`src/rtl/deser_align_ctrl_if.sv`:
```
// Bundles the alignment controller's start/data/status signals.
// Latency: none (wires only).
// Backpressure: none; i_start is a one-cycle request, status outputs are levels.
// master: sensor interface top (drives i_start, iv_data; reads status).
// slave : deser_align_ctrl (reads i_start, iv_data; drives bitslip/lock/status).
interface deser_align_ctrl_if #(
  parameter int CHANNEL_NUM = 4,
  parameter int DESER_WIDTH = 6
);
  logic                               i_start;
  logic [CHANNEL_NUM*DESER_WIDTH-1:0] iv_data;
  logic [CHANNEL_NUM-1:0]             ov_bitslip;
  logic [CHANNEL_NUM-1:0]             ov_chn_lock;
  logic                               o_align_busy;
  logic                               o_align_done;
  logic                               o_align_fail;

  modport master (
    output i_start, iv_data,
    input  ov_bitslip, ov_chn_lock, o_align_busy, o_align_done, o_align_fail
  );

  modport slave (
    input  i_start, iv_data,
    output ov_bitslip, ov_chn_lock, o_align_busy, o_align_done, o_align_fail
  );
endinterface

```
`src/rtl/deser_align_ctrl.sv`:
```
// Word-alignment sequencer: walks each ISERDES channel, pulsing BITSLIP until the
// parallel word equals the training word for MATCH_NUM consecutive cycles.
// Latency: all outputs registered; busy rises the cycle after i_start is sampled.
// Backpressure: none; i_start is ignored while a sequence is in progress.
// Ports: clk (recovered parallel clock), reset_n (sync, active low),
//   bus.slave: i_start, iv_data in; ov_bitslip, ov_chn_lock, o_align_busy,
//   o_align_done, o_align_fail out.
module deser_align_ctrl #(
  parameter int                     CHANNEL_NUM   = 4,
  parameter int                     DESER_WIDTH   = 6,
  parameter logic [DESER_WIDTH-1:0] TRAINING_WORD = 'h38,
  parameter int                     SLIP_WAIT     = 4,
  parameter int                     MATCH_NUM     = 16
) (
  input  logic                 clk,
  input  logic                 reset_n,
  deser_align_ctrl_if.slave    bus
);

  localparam int CH_W    = (CHANNEL_NUM > 1) ? $clog2(CHANNEL_NUM) : 1;
  localparam int SLIP_W  = $clog2(DESER_WIDTH + 1);
  localparam int WAIT_W  = $clog2(SLIP_WAIT + 1);
  localparam int MATCH_W = $clog2(MATCH_NUM + 1);

  localparam logic [CH_W-1:0]    CH_LAST    = CH_W'(CHANNEL_NUM - 1);
  localparam logic [SLIP_W-1:0]  SLIP_LAST  = SLIP_W'(DESER_WIDTH - 1);
  localparam logic [WAIT_W-1:0]  WAIT_LAST  = WAIT_W'(SLIP_WAIT - 1);
  localparam logic [MATCH_W-1:0] MATCH_LAST = MATCH_W'(MATCH_NUM - 1);

  typedef enum logic [2:0] {
    ST_IDLE,
    ST_WAIT,
    ST_CHECK,
    ST_SLIP,
    ST_NEXT,
    ST_DONE
  } state_t;

  state_t                 state, state_nxt;
  logic [CH_W-1:0]        ch_idx, ch_nxt;
  logic [SLIP_W-1:0]      slip_cnt, slip_nxt;
  logic [WAIT_W-1:0]      wait_cnt, wait_nxt;
  logic [MATCH_W-1:0]     match_cnt, match_nxt;
  logic                   fail_flag, fail_nxt;
  logic [CHANNEL_NUM-1:0] chn_lock, lock_nxt;
  logic [CHANNEL_NUM-1:0] bitslip, bitslip_nxt;
  logic                   busy, busy_nxt;
  logic                   done, done_nxt;
  logic                   fail_out, fail_out_nxt;

  logic [DESER_WIDTH-1:0] sel_word;
  logic [CHANNEL_NUM-1:0] ch_onehot;

  // Channel mux and one-hot decode of the selected channel; only this word is examined.
  always_comb begin
    sel_word  = '0;
    ch_onehot = '0;
    for (int i = 0; i < CHANNEL_NUM; i++) begin
      if (ch_idx == CH_W'(i)) begin
        sel_word     = bus.iv_data[i*DESER_WIDTH +: DESER_WIDTH];
        ch_onehot[i] = 1'b1;
      end
    end
  end

  always_comb begin
    state_nxt   = state;
    ch_nxt      = ch_idx;
    slip_nxt    = slip_cnt;
    wait_nxt    = wait_cnt;
    match_nxt   = match_cnt;
    fail_nxt    = fail_flag;
    lock_nxt    = chn_lock;
    bitslip_nxt = '0;

    case (state)
      ST_IDLE, ST_DONE: begin
        if (bus.i_start) begin
          state_nxt = ST_WAIT;
          ch_nxt    = '0;
          slip_nxt  = '0;
          wait_nxt  = '0;
          match_nxt = '0;
          fail_nxt  = 1'b0;
          lock_nxt  = '0;
        end
      end
      ST_WAIT: begin
        // Settle window after channel select or bitslip: exactly SLIP_WAIT cycles.
        if (wait_cnt == WAIT_LAST) begin
          state_nxt = ST_CHECK;
          match_nxt = '0;
        end else begin
          wait_nxt = wait_cnt + WAIT_W'(1);
        end
      end
      ST_CHECK: begin
        if (sel_word == TRAINING_WORD) begin
          if (match_cnt == MATCH_LAST) begin
            lock_nxt  = chn_lock | ch_onehot;
            state_nxt = ST_NEXT;
          end else begin
            match_nxt = match_cnt + MATCH_W'(1);
          end
        end else if (slip_cnt == SLIP_LAST) begin
          // Every bit position tried without a full match run: give up on this channel.
          fail_nxt  = 1'b1;
          state_nxt = ST_NEXT;
        end else begin
          // Pulse is registered, so it is high exactly while the FSM sits in SLIP.
          bitslip_nxt = ch_onehot;
          state_nxt   = ST_SLIP;
        end
      end
      ST_SLIP: begin
        slip_nxt  = slip_cnt + SLIP_W'(1);
        wait_nxt  = '0;
        state_nxt = ST_WAIT;
      end
      ST_NEXT: begin
        if (ch_idx == CH_LAST) begin
          state_nxt = ST_DONE;
        end else begin
          ch_nxt    = ch_idx + CH_W'(1);
          slip_nxt  = '0;
          wait_nxt  = '0;
          state_nxt = ST_WAIT;
        end
      end
      default: state_nxt = ST_IDLE;
    endcase

    busy_nxt     = (state_nxt == ST_WAIT) || (state_nxt == ST_CHECK) ||
                   (state_nxt == ST_SLIP) || (state_nxt == ST_NEXT);
    done_nxt     = (state_nxt == ST_DONE);
    fail_out_nxt = (state_nxt == ST_DONE) && fail_nxt;
  end

  always_ff @(posedge clk) begin
    if (!reset_n) begin
      state     <= ST_IDLE;
      ch_idx    <= '0;
      slip_cnt  <= '0;
      wait_cnt  <= '0;
      match_cnt <= '0;
      fail_flag <= 1'b0;
      chn_lock  <= '0;
      bitslip   <= '0;
      busy      <= 1'b0;
      done      <= 1'b0;
      fail_out  <= 1'b0;
    end else begin
      state     <= state_nxt;
      ch_idx    <= ch_nxt;
      slip_cnt  <= slip_nxt;
      wait_cnt  <= wait_nxt;
      match_cnt <= match_nxt;
      fail_flag <= fail_nxt;
      chn_lock  <= lock_nxt;
      bitslip   <= bitslip_nxt;
      busy      <= busy_nxt;
      done      <= done_nxt;
      fail_out  <= fail_out_nxt;
    end
  end

  assign bus.ov_bitslip   = bitslip;
  assign bus.ov_chn_lock  = chn_lock;
  assign bus.o_align_busy = busy;
  assign bus.o_align_done = done;
  assign bus.o_align_fail = fail_out;

endmodule

```
`src/flat_wrapper.sv`:
```
// flat-port wrapper written by rule: the top's interface ports become plain ports
module deser_align_ctrl_flat 
#(
  parameter int                     CHANNEL_NUM   = 4,
  parameter int                     DESER_WIDTH   = 6,
  parameter logic [DESER_WIDTH-1:0] TRAINING_WORD = 'h38,
  parameter int                     SLIP_WAIT     = 4,
  parameter int                     MATCH_NUM     = 16
)
  (clk, reset_n, bus_i_start, bus_iv_data, bus_ov_bitslip, bus_ov_chn_lock, bus_o_align_busy, bus_o_align_done, bus_o_align_fail);
  deser_align_ctrl_if #(.CHANNEL_NUM(CHANNEL_NUM), .DESER_WIDTH(DESER_WIDTH)) bus_i ();
  input  logic clk;
  input  logic reset_n;
  input wire logic [$bits(bus_i.i_start)-1:0] bus_i_start;
  input wire logic [$bits(bus_i.iv_data)-1:0] bus_iv_data;
  output wire logic [$bits(bus_i.ov_bitslip)-1:0] bus_ov_bitslip;
  output wire logic [$bits(bus_i.ov_chn_lock)-1:0] bus_ov_chn_lock;
  output wire logic [$bits(bus_i.o_align_busy)-1:0] bus_o_align_busy;
  output wire logic [$bits(bus_i.o_align_done)-1:0] bus_o_align_done;
  output wire logic [$bits(bus_i.o_align_fail)-1:0] bus_o_align_fail;
  assign bus_i.i_start = bus_i_start;
  assign bus_i.iv_data = bus_iv_data;
  assign bus_ov_bitslip = bus_i.ov_bitslip;
  assign bus_ov_chn_lock = bus_i.ov_chn_lock;
  assign bus_o_align_busy = bus_i.o_align_busy;
  assign bus_o_align_done = bus_i.o_align_done;
  assign bus_o_align_fail = bus_i.o_align_fail;
  deser_align_ctrl #(.CHANNEL_NUM(CHANNEL_NUM), .DESER_WIDTH(DESER_WIDTH), .TRAINING_WORD(TRAINING_WORD), .SLIP_WAIT(SLIP_WAIT), .MATCH_NUM(MATCH_NUM)) u_core (.clk(clk), .reset_n(reset_n), .bus(bus_i));
endmodule
```
`config.mk`:
```
export PLATFORM = sky130hd
export DESIGN_NAME = deser_align_ctrl_flat
export DESIGN_NICKNAME = d
export VERILOG_FILES = /design/src/rtl/deser_align_ctrl_if.sv /design/src/rtl/deser_align_ctrl.sv /design/src/flat_wrapper.sv
export SDC_FILE = /design/constraint.sdc
export NUM_CORES = 1
export LEC_CHECK = 0
export CAP_MARGIN = 10
export CORE_MARGIN = 2
export CORE_UTILIZATION = 40
export CTS_CLUSTER_DIAMETER = 120
export DETAILED_ROUTE_END_ITERATION = 6
export PLACE_DENSITY = 0.68
export REMOVE_ABC_BUFFERS = 1
export SLEW_MARGIN = 25
export SYNTH_ARGS = -nofsm -noshare
export SYNTH_HDL_FRONTEND = slang
export SYNTH_SLANG_ARGS = --single-unit
```
`constraint.sdc`:
```
create_clock -name clk -period 3 [get_ports clk]
set_clock_uncertainty 0.2 [all_clocks]
set_input_delay 0.9 -clock clk [delete_from_list [all_inputs] [get_ports clk]]
set_output_delay 0.9 -clock clk [all_outputs]
set_load 0.1 [all_outputs]
```
Word level (Yosys, flattened, before mapping)
Index checks and enable logic that the tools add are counted.

storage, ports and cells
  register bits after elaboration = 28
  bits of input ports = 27
  output and inout bits = 11
  word-level logic and storage cells = 96

cells by class
  add/sub/neg operators = 4
  eq/ne operators = 24
  multiplexer cells = 36
  bitwise gates (word level) = 3
  reduce and logical (&&, ||, !) cells = 18

operators by type and width
  cell                   number
  $mux W3                9
  $mux W6                4
  $mux W5                4
  $eq A3 B2 Y1 const B   5
  $eq A3 B3 Y1 const B   5
  $pmux W3 S5            1
  $pmux W5 S3            1
  $mux W4                3
  $pmux W3 S4            1
  $pmux W3 S3            1
  $ne A2 B2 Y1 const B   4
  $pmux W4 S2            1
  $reduce_and A4 Y1      2
  $mux W1                7
  $add A3 B1 Y3 const B  2
  $eq A3 B1 Y1 const B   2
  $eq A6 B6 Y1 const B   1
  $ne A2 B1 Y1 const B   3
  $reduce_and A3 Y1      2
  $reduce_bool A3 Y1     2
  $add A5 B1 Y5 const B  1
  $eq A5 B4 Y1 const B   1
  $reduce_and A5 Y1      1
  $eq A2 B2 Y1 const B   2
  15 further kinds       20

Logic depth before layout (Yosys ltp)
  depth after elaboration = 12
  depth in mapped cells = 9
  depth with buffers taken out = 8

Worst setup path before layout
Ideal clock, no wire load.

  path kind = in2reg
  start point = in bus_iv_data[8]
  end point = reg u_core.state[1]
  setup time = 0.062 ns
  arrival time = 2.446 ns
  data required time = 2.738 ns
  slack = 0.293 ns
  stages on the path = 6
  path buffers = 0
  cells stage by stage = nand4b_1 > or4b_1 > a211oi_2 > nor2_1 > or4_1 > nand3_1

between the ends
  word-level cells in the longest chain between the ends = 6

ends and longest elaborated chain
  item                   line                     source
  from (decl)            flat_wrapper.sv:15       input wire logic [$bits(bus_i.iv_data)-1:0] bus_iv_data;
  $mux W6 (3 in series)  deser_align_ctrl.sv:59   if (ch_idx == CH_W'(i)) begin
  $eq A6 B6 Y1           deser_align_ctrl.sv:98   if (sel_word == TRAINING_WORD) begin
  $mux W3                deser_align_ctrl.sv:98
  $pmux W3 S5            deser_align_ctrl.sv:76   case (state)
  to (signal assigned)   deser_align_ctrl.sv:153  state <= state_nxt;
  to (decl)              deser_align_ctrl.sv:39   state_t state, state_nxt;

Every way passes these cells.
A chain may end at the register's enable or synchronous reset.

Final worst setup path
  start point = in bus_iv_data[8]
  end point = reg u_core.match_cnt[3]

between the ends
  word-level cells in the longest chain between the ends = 6

ends and longest elaborated chain
  item                                line                     source
  $mux W6 (3 in series)               deser_align_ctrl.sv:59
  $eq A6 B6 Y1                        deser_align_ctrl.sv:98
  $ne A2 B1 Y1 (no source line)       n/a
  $reduce_and A5 Y1 (no source line)  n/a
  to (signal assigned)                deser_align_ctrl.sv:157  match_cnt <= match_nxt;
  to (decl)                           deser_align_ctrl.sv:43   logic [MATCH_W-1:0] match_cnt, match_nxt;

Every way passes these cells.

==> flow_metrics.env <==
export IMPL_cts_sinks=28
export IMPL_crit_required_ns=3.08
export IMPL_synth_seq_cells=28
export IMPL_multi_input_area_sq_um=785.8
export IMPL_cts_root_buf="clkbuf_4"
export IMPL_maxCapViolCount=0
export IMPL_gp_congestion=0.8158
export IMPL_rr_worst_depth=6
export IMPL_seqCellArea_sq_um=560.5
export IMPL_syn_inst=164
export IMPL_startpoint_type="primary input"
export IMPL_finalSetupViolCount=0
export IMPL_final_common_cell="dfxtp_1"
export IMPL_area_growth_pct=33.48
export IMPL_layout_nets=243
export IMPL_finalSetupTns_ns=0
export IMPL_cp_num_buf_inv=2
export IMPL_cts_buffers=3
export IMPL_fill_cells=328
export IMPL_detailed_place_hpwl_um=2647
export IMPL_criticalPathCategory="primary input to register"
export IMPL_antenna_found_initial=0
export IMPL_cts_tree="yes"
export IMPL_die_width_um=63.43
export IMPL_dr_total_vias=1333
export IMPL_path_clk_slew_ns=0.15
export IMPL_overflow=0
export IMPL_drtIter0Drc=59
export IMPL_start_util=0.4200
export IMPL_endpoint_kind="register"
export IMPL_layout_drive_gt1_share=0.1512
export IMPL_post_route_period_util=0.9414
export IMPL_ys_seq_area_frac=0.3968
export IMPL_slew_violations=0
export IMPL_status="complete, no violations"
export IMPL_synth_edf_count=0
export IMPL_wirelength_um=3360
export IMPL_cp_depth=8
export IMPL_antenna_cells=0
export IMPL_fin_area_sq_um=1886
export IMPL_max_stage_delay_ns=0.49
export IMPL_io_buffers=37
export IMPL_min_path_type="register to register"
export IMPL_synth_largest_area_cell="dfxtp_1"
export IMPL_hold_worst_slack_ns=0.3006
export IMPL_hold_depth=2
export IMPL_ctsHoldBuffers=0
export IMPL_post_drt_via_cell_ratio=5.311
export IMPL_rows=21
export IMPL_synthArstFlopShare=0
export IMPL_timing_fmax_ghz=0.3541
export IMPL_pre_cts_ws_ns=-0.1665
export IMPL_cpMaxStageDelayCell="or4b_1"
export IMPL_clock_tree_buffer_depth=2
export IMPL_p_leak_nw=0.7917
export IMPL_cp_max_fo=6
export IMPL_layout_setup_ws_ns=0.1757
export IMPL_grt_start_max_net_pins=17
export IMPL_period_needed_ns=2.824
export IMPL_grtUsageTotal=0.1744
export IMPL_critPathArrivalTime_ns=2.90
export IMPL_synth_top_flop_cell="dfxtp_1"
export IMPL_num_io_pins=38
export IMPL_core_area_sq_um=3363
export IMPL_synth_area_top_cells="dfxtp_1 (40%), ha_1 (8.9%), nor2_1 (5.8%)"
export IMPL_drc_errors=0
export IMPL_htreeDepth=1
export IMPL_placed_area_sq_um=1833
export IMPL_postCtsSetupBuffers=0
export IMPL_cts_resized=0
export IMPL_grt_pass1_vias=1253
export IMPL_fp_dieH_um=63.43
export IMPL_grt_setup_unrepaired="false"
export IMPL_clock_latency_ns=0.33
export IMPL_relSlewSlack=0.6424
export IMPL_crit_family="simple AND/OR/NAND/NOR gates"
export IMPL_dieArea_sq_um=4023
export IMPL_mostFrequentLayoutCells="dfxtp_1 (28), clkdlybuf4s50_1 (26), nor2_1 (22)"
export IMPL_cellPowerDensity_nw_per_um2=382.4
export IMPL_worst_pin_slew_ns=0.5308
export IMPL_avgRoutedWirePerCell_um=13.39
export IMPL_ys_warn_count=0
export IMPL_ant_nets=0
export IMPL_ys_types=46
export IMPL_crit_chain="clkdlybuf4s50_1 -> nand4b_1 -> or4b_1 -> a211oi_2 -> buf_4 -> o31ai_2 -> or3_1 -> a21oi_1"
export IMPL_power_w=0.0007211
export IMPL_drt_first_pass_iters=6
export IMPL_syn_area_sq_um=1413
export IMPL_hold_viol_final=0
export IMPL_max_vdd_ir_drop_v=0.0002341
export IMPL_synth_top_area_frac=0.3968
export IMPL_grt_pass1_wl_um=5699
export IMPL_synth_avg_cell_area_sq_um=8.613
[metal layers]
metal,track usage,vias to the layer above,share of wire,wire (um)
met3,0.04643,5,0.10,337
met1,0.2167,606,0.44,1491
met2,0.2908,59,0.44,1492
met4,0.05978,0,0.012,39
met5,0,-,0,0
li1,-,663,-,-
[final cells by class]
type,count,share of cell area
clock buffer,3,0.01194
tap,46,0.03052
inverter,11,0.02190
sequential,28,0.2973
clock inverter,1,0.01593
multi-input combinational,119,0.4167
timing repair buffer,43,0.2057
[per-stage QoR]
| step | instances | utilization |
|---|---|---|
| global placement | 247 | 0.5450 |
| detailed placement | 247 | 0.5450 |
| finish | 251 | 0.5606 |
| floorplan | 158 | - |
| CTS | 251 | 0.5606 |
| global route | 251 | 0.5606 |
[Yosys cell counts, types with 2 or more instances]
master    number
dfxtp_1       28
clkbuf_1       4
or2_2          2
a32oi_1        2
nor3_1         7
nand4b_1       2
inv_1         11
buf_2          2
ha_1          10
and3_2         4
nand3_1        5
a41oi_1        3
nor2b_1        3
o21ai_0        6
nand2_1        9
nand2b_1       3
a21oi_1        8
nor2_1        22
a22oi_1        2
or3_1          3
xor2_1         3
[report_power, final]
part	switching [W]	internal, W
registers	0.00000622	0.000377
clock network	0.000115	0.000135
logic	0.0000380	0.0000489
total	0.000160	0.000562
[worst reg2reg max path: stages (launching register included)]
cell,delay (ns)
dfxtp_1,0.38
ha_1,0.31
or4b_2,0.70
o21ai_2,0.25
o31ai_2,0.14
or3_1,0.32
a21oi_1,0.14
[kinds of logic (layout without fill, tap and decap cells)]
family,after synthesis,count (layout),synth area share
xor+xnor,4,4,0.02481
buf+inv,17,58,0.04694
flops,28,28,0.3968
fa+ha+maj,10,10,0.08857
simple gates,70,70,0.2631
mux,1,1,0.007086
compound gates,34,34,0.1727
[path summary, 6_finish.rpt]
check,from,end,slack [ns]
worst max-delay path,bus_iv_data[8],u_core.match_cnt[3],0.18
worst min-delay path,u_core.bus.ov_chn_lock[0],u_core.bus.ov_chn_lock[0],0.30
worst min register to register,u_core.bus.ov_chn_lock[0],u_core.bus.ov_chn_lock[0],0.30
worst max register to register,u_core.ch_idx[0],u_core.match_cnt[3],0.51
[flip-flops by register name, indices dropped and copies added, names as in the netlist]
register	count
u_core.bus.ov_bitslip	4
u_core.bus.ov_chn_lock	4
u_core.bus.o_align_fail	1
u_core.slip_cnt	3
u_core.ch_idx	2
u_core.wait_cnt	3
u_core.state	3
u_core.match_cnt	5
u_core.bus.o_align_done	1
u_core.bus.o_align_busy	1
u_core.fail_flag	1
Note: power is estimated with default switching activity, not from simulation.
==> patch (same settings) <==
`DESER_WIDTH` is set to 6 in 3 places; all go to 7.
--- a/src/rtl/deser_align_ctrl_if.sv
+++ b/src/rtl/deser_align_ctrl_if.sv
@@ -5,7 +5,7 @@
 // slave : deser_align_ctrl (reads i_start, iv_data; drives bitslip/lock/status).
 interface deser_align_ctrl_if #(
   parameter int CHANNEL_NUM = 4,
-  parameter int DESER_WIDTH = 6
+  parameter int DESER_WIDTH = 7
 );
   logic                               i_start;
   logic [CHANNEL_NUM*DESER_WIDTH-1:0] iv_data;
--- a/src/rtl/deser_align_ctrl.sv
+++ b/src/rtl/deser_align_ctrl.sv
@@ -7,7 +7,7 @@
 //   o_align_done, o_align_fail out.
 module deser_align_ctrl #(
   parameter int                     CHANNEL_NUM   = 4,
-  parameter int                     DESER_WIDTH   = 6,
+  parameter int                     DESER_WIDTH   = 7,
   parameter logic [DESER_WIDTH-1:0] TRAINING_WORD = 'h38,
   parameter int                     SLIP_WAIT     = 4,
   parameter int                     MATCH_NUM     = 16
--- a/src/flat_wrapper.sv
+++ b/src/flat_wrapper.sv
@@ -2,7 +2,7 @@
 module deser_align_ctrl_flat 
 #(
   parameter int                     CHANNEL_NUM   = 4,
-  parameter int                     DESER_WIDTH   = 6,
+  parameter int                     DESER_WIDTH   = 7,
   parameter logic [DESER_WIDTH-1:0] TRAINING_WORD = 'h38,
   parameter int                     SLIP_WAIT     = 4,
   parameter int                     MATCH_NUM     = 16
Interface: changed (resized bus_iv_data); port bits go from 38 to 42. The function was not compared with the original's and may differ.
==> patch against the original RTL <==
Core utilization is 1.1 points higher. Worst setup slack better by 0.033 ns. Sequential cell count stayed put. Synthesized area is 7.4% higher. Cell area is 11% higher. Total power is 7.7% higher. Via count is 13% higher. Routed wire length is 22% higher. Critical path type unchanged. Critical endpoint is now u_core.wait_cnt[0]. Largest power group unchanged.
==> patch: results (changes against the original RTL) <==
Power
The switching share of power is 21.41% (-0.71 points). The sequential group share of total power is 49.2% (-4.0 points). The reported clock group power is 0.000295 W (+18%). The static leakage is 0.8489 nW (+7.2%). The total power per unit cell area came to 371.1 mW/mm² (-3.0%). The peak supply drop is 0.2952 mV (+26%).

Cells and area
The layout net count is 264 (+8.6%). The fraction of final layout cells with drive strength greater than 1 is 17.12% (+2.0 points).

Placement
The placed standard-cell area is 0.001987 mm² (+8.4%). The placed wire-length estimate is 3.163 mm (+19%). The number of cells after detailed placement is 266 (+7.7%). The number of port buffers was 41 (+11%). The setup slack at placement came to -0.2316 ns (-0.06512 ns).

Yosys
Yosys attributes the largest share of cell area to dfxtp_1, ha_1, nor2_1, a21oi_1, inv_1. The sequential share of the synthesized area is 36.96% (-2.7 points). The mean post-synth cell area is 8.766 µm² (+1.8%). By count the netlist is led by dfxtp_1, nor2_1, a21oi_1, inv_1, ha_1.

Global routing
The largest net degree at the start of global routing came to 17 (unchanged). The wire length of the first global-routing pass is 6.279 mm (+10%). The global routing usage summed across all routing layers came to 18.71% (+1.3 points). The number of global-route vias before repair was 1383 (+10%).

Worst hold path
The cell count of the worst hold path came to 2 (unchanged). The class of the tightest hold or removal check is flip-flop to flip-flop. The endpoint with the worst hold slack is u_core.fail_flag.

The origin of the worst min-delay path is u_core.fail_flag.

Worst setup path
The worst-case register-to-register setup slack is 0.38 ns (-0.13 ns). The largest individual stage delay along the critical path comes from the cell o311ai_0. In this run the critical register-to-register path is captured at u_core.wait_cnt[0].

In this design, the largest share of critical-path delay is due to compound AO/OA/AOI/OAI gates. The maximum fanout along the worst path is 4 (-2). The maximum single-stage delay on the critical path is 0.51 ns (+0.02 ns). The data arrival at the endpoint of the critical path is 2.80 ns (-0.10 ns).

Routing
The total vias in the final route is 1511 (+13%). The detail-routed via count per cell is 5.596 (+5.4%). The detailed-routing wirelength on met1 is 1.666 mm (+12%). The number of design-rule violations left by the first detailed-router iteration came to 42 (-29%). The detailed-router iteration count before antenna repair came to 5 (-1). The routed length on met3 came to 418 µm (+24%).

CTS
The post-CTS repair timing setup buffer count is 0 (unchanged). The tree is rooted in a clkbuf_8. The clock-pin slew on the worst setup and hold paths is 0.09 ns (-0.06 ns). The insertion delay of the later-clocked pin in the worst-skew pair was 0.28 ns (-0.05 ns).

Timing
The slew at the pin closest to its max-slew limit is 0.7077 ns (+0.1769 ns).

Run status
The run finished with clean final reports.
-- patch: cell families (layout without fill, tap and decap cells) --
group | after synthesis | after routing | share of synthesized area [%]
flip-flops | 28 | 28 | 36.96
AND/OR/NAND/NOR | 67 | 67 | 25.16
XOR/XNOR | 2 | 2 | 1.155
adder cells (fa/ha/maj) | 10 | 10 | 8.251
multiplexers | 2 | 2 | 1.403
AO/OA/AOI/OAI | 46 | 46 | 20.71
buffers and inverters | 18 | 67 | 6.353
-- patch: how the worst max path moves through the flow --
stage	start	endpoint	slack, ns	cells past startpoint
after floorplan	bus_iv_data[0]	u_core.match_cnt[4]	0.25	5
after global placement	bus_iv_data[0]	u_core.match_cnt[3]	-0.20	6
after detailed placement	bus_iv_data[0]	u_core.match_cnt[4]	-0.23	6
after CTS	bus_iv_data[0]	u_core.match_cnt[4]	0.05	6
after global routing	bus_iv_data[15]	u_core.wait_cnt[0]	0.13	6
final	bus_iv_data[15]	u_core.wait_cnt[0]	0.21	6
-- patch: timing repair --
| item | 4_1_cts | 5_1_grt |
|---|---|---|
| hold buffers | 0 | 0 |
| setup endpoints to repair | 0 | 2 |
| resized for setup | 0 | 8 |
-- patch: area by class of cell --
type	count	area, µm²
fill	317	1569
multi-input combinational	127	885.9
sequential	28	560.5
timing repair buffer	52	473.0
tap	48	60.06
clock buffer	3	41.29
inverter	11	41.29
clock inverter	1	30.03
-- patch: worst reg2reg max path, cell delays in order (launching register included) --
cell	delay, ns
dfxtp_1	0.41
inv_1	0.09
ha_1	0.29
nor4b_1	0.19
a41o_2	0.31
o311ai_0	0.51
o211ai_1	0.31
a31oi_1	0.25
-- patch: metal layers --
layer  vias up  GRT usage (%)
li1        740              -
met1       696          20.66
met5         -              0
met4         0          8.073
met2        68          33.80
met3         7          4.623
